==> config.mk <==
export PLATFORM = sky130hd
export DESIGN_NAME = stream_rr_arb
export DESIGN_NICKNAME = d
export VERILOG_FILES = /design/src/rtl/stream_rr_arb.sv
export SDC_FILE = /design/constraint.sdc
export NUM_CORES = 1
export LEC_CHECK = 0
export BUFFER_PORTS_ARGS = -buffer_cell sky130_fd_sc_hd__buf_2
export CORE_ASPECT_RATIO = 0.7
export CORE_UTILIZATION = 30
export CTS_CLUSTER_DIAMETER = 50
export CTS_CLUSTER_SIZE = 20
export DETAILED_ROUTE_END_ITERATION = 7
export PLACE_DENSITY = 0.55
export RECOVER_POWER = 100
export SETUP_SLACK_MARGIN = 0.05
export SLEW_MARGIN = 0
export SYNTH_ARGS = -nofsm -noshare
export SYNTH_HDL_FRONTEND = slang
export SYNTH_SLANG_ARGS = --single-unit
==> constraint.sdc <==
create_clock -name clk -period 2.13 [get_ports clk]
set_input_delay 0.213 -clock clk [delete_from_list [all_inputs] [get_ports clk]]
set_output_delay 0.213 -clock clk [all_outputs]
set_load 0.01 [all_outputs]
==> src/rtl/stream_rr_arb.sv <==
// Round-robin merge of N byte-stream sources onto one registered, stall-based sink.
// Optional per-source accepted-beat counters are built when STREAM_ARB_STATS_EN is defined.
module stream_rr_arb #(
  parameter int N         = 4,
  parameter int W         = 8,
  parameter int MAX_BURST = 4
) (
  input  logic                 clk,
  input  logic                 rst,
  input  logic [N*W-1:0]       in_data,
  input  logic [N-1:0]         in_valid,
  output logic [N-1:0]         in_ready,
  output logic [W-1:0]         out_data,
  output logic                 out_valid,
  input  logic                 out_ready,
  output logic [$clog2(N)-1:0] out_src
`ifdef STREAM_ARB_STATS_EN
  ,
  input  logic                 stats_clr,
  output logic [N*16-1:0]      beat_cnt
`endif
);

  localparam int GW = $clog2(N);
  localparam int CW = 8;

  typedef enum logic {IDLE, GRANT} state_t;

  state_t          state;
  logic [GW-1:0]   grant;
  logic [GW-1:0]   ptr;
  logic [CW-1:0]   cnt;

  logic [GW:0]     sel;
  logic [W-1:0]    gnt_data;
  logic            gnt_valid;

  // Successor of a source index, wrapping at N (N need not be a power of two).
  function automatic logic [GW-1:0] next_idx(input logic [GW-1:0] idx);
    if (idx == GW'(N - 1)) return '0;
    return idx + GW'(1);
  endfunction

  // Scan v starting at p, wrapping mod N; MSB of the result flags a hit.
  function automatic logic [GW:0] pick(input logic [N-1:0] v, input logic [GW-1:0] p);
    logic [GW:0] s;
    logic [GW:0] res;
    res = '0;
    for (int k = N - 1; k >= 0; k--) begin
      s = {1'b0, p} + (GW+1)'(k);
      if (s >= (GW+1)'(N)) s = s - (GW+1)'(N);
      if (v[s[GW-1:0]]) res = {1'b1, s[GW-1:0]};
    end
    return res;
  endfunction

  assign sel = pick(in_valid, ptr);

  always_comb begin
    gnt_data = '0;
    for (int i = 0; i < N; i++) begin
      if (grant == GW'(i)) gnt_data = in_data[i*W +: W];
    end
  end

  assign gnt_valid = in_valid[grant];

  always_comb begin
    in_ready = '0;
    if (state == GRANT) in_ready[grant] = out_ready;
  end

  // Stage boundary: arbitration state and registered sink stage, both frozen while out_ready=0.
  always_ff @(posedge clk or negedge rst) begin
    if (!rst) begin
      state     <= IDLE;
      grant     <= '0;
      ptr       <= '0;
      cnt       <= '0;
      out_valid <= 1'b0;
      out_data  <= '0;
      out_src   <= '0;
    end else if (out_ready) begin
      out_valid <= (state == GRANT) & gnt_valid;
      out_data  <= gnt_data;
      out_src   <= grant;
      case (state)
        IDLE: begin
          if (sel[GW]) begin
            grant <= sel[GW-1:0];
            cnt   <= '0;
            state <= GRANT;
          end
        end
        GRANT: begin
          if (gnt_valid) begin
            if (cnt == CW'(MAX_BURST - 1)) begin
              state <= IDLE;
              ptr   <= next_idx(grant);
            end else begin
              cnt <= cnt + CW'(1);
            end
          end else begin
            // Source went quiet mid-burst: release the grant rather than wait.
            state <= IDLE;
            ptr   <= next_idx(grant);
          end
        end
        default: state <= IDLE;
      endcase
    end
  end

`ifdef STREAM_ARB_STATS_EN
  function automatic logic [15:0] sat_inc(input logic [15:0] v);
    if (v == 16'hFFFF) return v;
    return v + 16'd1;
  endfunction

  for (genvar i = 0; i < N; i++) begin : g_stats
    logic [15:0] cnt_q;

    always_ff @(posedge clk or negedge rst) begin
      if (!rst) begin
        cnt_q <= '0;
      end else if (stats_clr) begin
        cnt_q <= '0;
      end else if (in_valid[i] & in_ready[i]) begin
        cnt_q <= sat_inc(cnt_q);
      end
    end

    assign beat_cnt[i*16 +: 16] = cnt_q;
  end
`endif

endmodule

# Word-level counts from Yosys, hierarchy flattened
# Index checks and enable logic that the tools add are counted.
# Widths: inputs -> output; s select.
[classes] mux=46 n_addsub=9 n_bitwise=3 order_cmp=10 eq_ne=8 n_reduce_logical=5
[op_table] operator="$mux 8" count=7
[op_table] operator="$mux 2" count=9
[op_table] operator="$mux 1" count=17
[op_table] operator="$pmux 8 s2" count=1
[op_table] operator="$lt 2x3->1 const B" count=5
[op_table] operator="$mux 3" count=4
[op_table] operator="$bmux 1 s2" count=5
[op_table] operator="$ge 3x3->1 const B" count=3
[op_table] operator="$add 8x1->8 const B" count=1
[op_table] operator="$eq 8x2->1 const B" count=1
[op_table] operator="$sub 2x1->2 const B" count=4
[op_table] operator="$add 2x2->3 const B" count=2
[op_table] operator="$reduce_and 3->1" count=2
[op_table] operator="$and 4x4->4" count=1
[op_table] operator="$eq 2x2->1 const B" count=2
[op_table] operator="$mux 4" count=1
[op_table] operator="$ne 2x1->1 const B" count=2
[op_table] operator="$ne 2x2->1 const B" count=2
[op_table] operator="$reduce_and 4->1" count=1
[op_table] operator="$add 2x1->3 const B" count=1
[op_table] operator="$ge 2x3->1 const B" count=1
[op_table] operator="$add 2x1->2 const B" count=1
[op_table] operator="$demux 1 s2" count=1
[op_table] operator="$eq 2x1->1 const B" count=1
[op_table] operator="other kinds (6)" count=6
[word_totals] out_inout_bits=15 ff_bits=24 wordCells=88 input_bits=39

# Depth between registers and ports, before layout
[depth] ltp_word=11 ltp_mapped=8 mapped_depth_nobuf=6

# Worst setup path after synthesis
# No wires, ideal clock.
[synth_path] path_kind="reg-to-reg" start="register grant[0]" end="register out_data[7]" required_ps=2048 path_slack_ps=429 stages_incl_launch_ff=9 arrival_time_ps=1619 setup_ps=82 path_cell_list="dfrtp_1 buf_2 inv_1 ha_1 clkbuf_1 buf_2 a221oi_1 a211o_1 a31oi_1"
[synth_between] elab_chain_len=5 word_cells_on_any_way=8 classes_between="eq/ne (3); mux (4); reduce/logical (1)"
[synth_rtl] element="start, declared" line_no="30" source="logic [GW-1:0] grant;"
[synth_rtl] element="start signal, assigned" line_no="90" source="grant <= sel[GW-1:0];"
[synth_rtl] element="$logic_not 2->1" line_no="62" source="if (grant == GW'(i)) gnt_data = in_data[i*W +: W];"
[synth_rtl] element="$mux 8 (3 in series)" line_no="62"
[synth_rtl] element="$mux 8 *" line_no="62"
[synth_rtl] element="end signal, assigned" line_no="85" source="out_data <= gnt_data;"
[synth_rtl] element="end, declared" line_no="13" source="output logic [W-1:0] out_data,"
# Mark *: on every way between the ends. The rest lies on a longest branch, timed or not.
# A chain may end at the register's enable or synchronous reset.

# Worst setup path in the final report
[layout_path] start="register grant[0]" end="output in_ready[0]"
[layout_between] elab_chain_len=6 word_cells_on_any_way=7 classes_between="order compare (2); mux (3); bitwise (1); reduce/logical (1)"
[layout_rtl] element="$lt 2x3->1 (implied by the code) / $ge 2x1->1 (equally long branches)" line_no="70" source="if (state == GRANT) in_ready[grant] = out_ready;"
[layout_rtl] element="$logic_and 1x1->1 (implied by the code)" line_no="70"
[layout_rtl] element="$mux 1 (implied by the code)" line_no="70"
[layout_rtl] element="$demux 1 s2 *" line_no="70"
[layout_rtl] element="$and 4x4->4 (no source line) *"
[layout_rtl] element="$mux 4 *" line_no="70"
[layout_rtl] element="end, declared" line_no="12" source="output logic [N-1:0] in_ready,"
# Marked as above.

==> results.cfg <==
[status]
status = complete, no violations

[drt]
wl_per_cell_um = 13.1
first_pass_iters = 4
wirelength_mm = 3.89
drt-vias-per-instance = 4.98
dr.first_iter.drc_count = 54
via_count = 1475
drcViolationCount = 0
ant_nets = 0

[layout]
syn2layout_area_growth_pct = 20.6
multiInputGateArea_um2 = 818
seqCellArea_um2 = 601
num-nets-final = 273
drive_above_1_share_pct = 22.5
fillers = 542
diodes = 0
design_area_um2 = 1890

[synth]
synth_top_area_share_pct = 38.3
yosysTopAreaCell = dfrtp_1
synthCells = 178
ys_async_sr_fraction_pct = 100
synth_cell_types = 38
ys_ff_latch = 24
synth.cell_area_um2 = 1570
yosys_most_used_dff = dfrtp_1
synth_edf_count = 0
synth_fp_nets = 222
synth-seq-area-share_pct = 38.3
syn_area_per_cell_um2 = 8.80
yosysWarnings = 0
ys_top_cells_by_area = dfrtp_1 (38%), a31oi_1 (6.4%), a221oi_1 (5.6%)

[clock_tree]
numCtsBuffers = 3
clock_latency_ns = 0.27
cts.sinks = 24
cts_root_buf = clkbuf_8
clk_pin_slew_ns = 0.08
cts_tree = done
htree_levels = 1
cts_buffer_depth = 2

[setup_path]
cp-end-kind = primary output
r2r_setup_slack_ns = 0.25
criticalPathCategory = flop to primary output
r2r_start = cnt[0]
reg2reg_depth = 5
crit_chain = inv_1 > ha_1 > clkbuf_1 > and3_1 > buf_2
start_kind = flop
path_max_fanout = 8
crit_arrival_ns = 1.69
reg2reg_to = ptr[0]
path_buf_inv = 3
critical_path.max_stage_delay_ns = 0.49
cp-startpoint = grant[0]
cp_top_family = buffers and inverters
crit_path_top_delay_cell = dfrtp_1
crit_required_ns = 1.92

[grt]
gr-total-overflow = 0
grt_max_degree = 25
grt_use_total_pct = 15.0
first_global_vias = 1283
antenna_found_initial = 0
grt_pass1_wl_mm = 6.39

[die]
io_pins = 54
die_w_um = 88.4
fp.dieArea_um2 = 5520
die_y_um = 62.5
row_count = 21
fp.coreArea_um2 = 4890
start_util_pct = 32.1

[power]
switching_share_pct = 41.7
switchingPower_w = 0.000869
p_comb_share_pct = 49.6
p_seq_share_pct = 37.6
p_int_w = 0.00121
p_per_area_nw_per_um2 = 1100
p_clk_share_pct = 12.8
p_leak_nw = 0.880
peakVddDrop_v = 0.000361

[run]
maxCapViolCount = 0

[worst_hold_path]
hold-path-endpoint = out_data[3]
holdCritStartpoint = in_data[27]
holdPathStages = 3
min_path_type = input port to flop

[timing]
skew_ns = 0.00398
period_needed_ns = 1.90
maxSlewHeadroom_pct = 6.57
maxSlewViolCount = 0
setup_violations = 0
min_period_over_period_pct = 89.2
worst_slew_pin_slew_ns = 1.40
rsz0062_at_grt = no
fmax_mhz = 526
hold_viol_final = 0
finalSetupTns_ns = 0

[placed_design]
place_area_um2 = 1900
dp_hpwl_mm = 2.87
portBuffers = 53
place.gp.congestion = 0.749
==> per-layer routing <==
layer | vias to the layer above | GRT usage (%) | routed length (µm)
li1 | 746 | - | -
met1 | 680 | 23.3 | 2070
met2 | 45 | 19.6 | 1570
met3 | 4 | 4.49 | 212
met4 | 0 | 3.63 | 29
met5 | - | 0 | 0
==> sequential cells by signal, summed over array words and instances, names as in the netlist <==
signal / flops
cnt: 8
grant: 2
out_src: 2
out_data: 8
ptr: 2
state: 1
out_valid: 1
==> cells by family (layout without fill, tap and decap cells) <==
logic type / after synthesis / after routing / synth area share, %
AND/OR/NAND/NOR: 58 / 58 / 19.7
flip-flops: 24 / 24 / 38.3
adder cells (fa/ha/maj): 5 / 5 / 3.99
multiplexers: 6 / 6 / 4.15
buffers and inverters: 29 / 78 / 7.35
AO/OA/AOI/OAI: 56 / 56 / 26.5
==> through the flow <==
step	setup WS, ns	hold WS (ns)	instances	total power (W)	util [%]
after CTS	0.110	0.186	296	0.00218	39.9
after global placement	0.311	0.252	292	0.00190	38.8
after floorplan	0.429	-0.0826	178	0.00154	-
final	0.229	0.197	296	0.00208	38.7
after global routing	0.0795	0.189	296	0.00229	38.7
after detailed placement	0.296	0.253	292	0.00189	38.8
==> layout make-up <==
| type | count | area share, % |
|---|---|---|
| Multi-Input combinational cell | 125 | 43.3 |
| Inverter | 17 | 3.38 |
| Sequential cell | 24 | 31.8 |
| Timing Repair Buffer | 58 | 14.8 |
| Clock buffer | 3 | 2.19 |
| Tap cell | 69 | 4.57 |
==> worst max-delay path by stage <==
stage / to / slack (ns) / cells past startpoint
floorplan: out_data[7] / 0.43 / 8
finish: in_ready[0] / 0.23 / 5
global placement: out_data[2] / 0.31 / 6
CTS: in_ready[2] / 0.11 / 4
global route: in_ready[0] / 0.08 / 5
detailed placement: out_data[5] / 0.30 / 6
==> Yosys cell counts (all sizes together) (2+ instances only) <==
master and count:
nand3 5, o21ai 11, dfrtp 24, nor2 9
clkbuf 7, buf 5, a31oi 16, a22o 2
mux2 4, nand2 20, a21oi 2, a211o 8
o22ai 2, mux2i 2, nor2b 8, nor3 3
a221oi 10, ha 5, inv 17, and3 5
==> power by group through the flow <==
stage / clock network (W) / registers (W) / logic (W)
after floorplan: 0 / 0.000799 / 0.000745
after global placement: 0 / 0.000783 / 0.00111
after detailed placement: 0 / 0.000785 / 0.00111
after CTS: 0.000286 / 0.000780 / 0.00112
after global routing: 0.000303 / 0.000815 / 0.00117
final: 0.000267 / 0.000783 / 0.00103
==> tightest hold or removal path: cells and delay by family <==
kind | cells | cell delay, ns
buffers and inverters | 1 | 0.10
AO/OA/AOI/OAI | 1 | 0.07
AND/OR/NAND/NOR | 1 | 0.05
==> timing repair <==
item,CTS,global route
hold buffers,1,0
setup endpoints to repair,0,4
resized for setup,0,2
endpoints found under the hold margin,24,0
buffers inserted,0,0
==> layout by cell type, fill, tap and decap left out, drive strengths merged, types with 3 or more instances in the layout <==
master	Yosys	routed
a211o	8	8
a221oi	10	10
a31oi	16	16
and3	5	5
buf	5	40
clkbuf	7	20
dfrtp	24	24
ha	5	5
inv	17	17
mux2	4	4
nand2	20	20
nand3	5	5
nor2	9	9
nor2b	8	8
nor3	3	3
o21ai	11	11
Power figures use the tool's default switching activity.
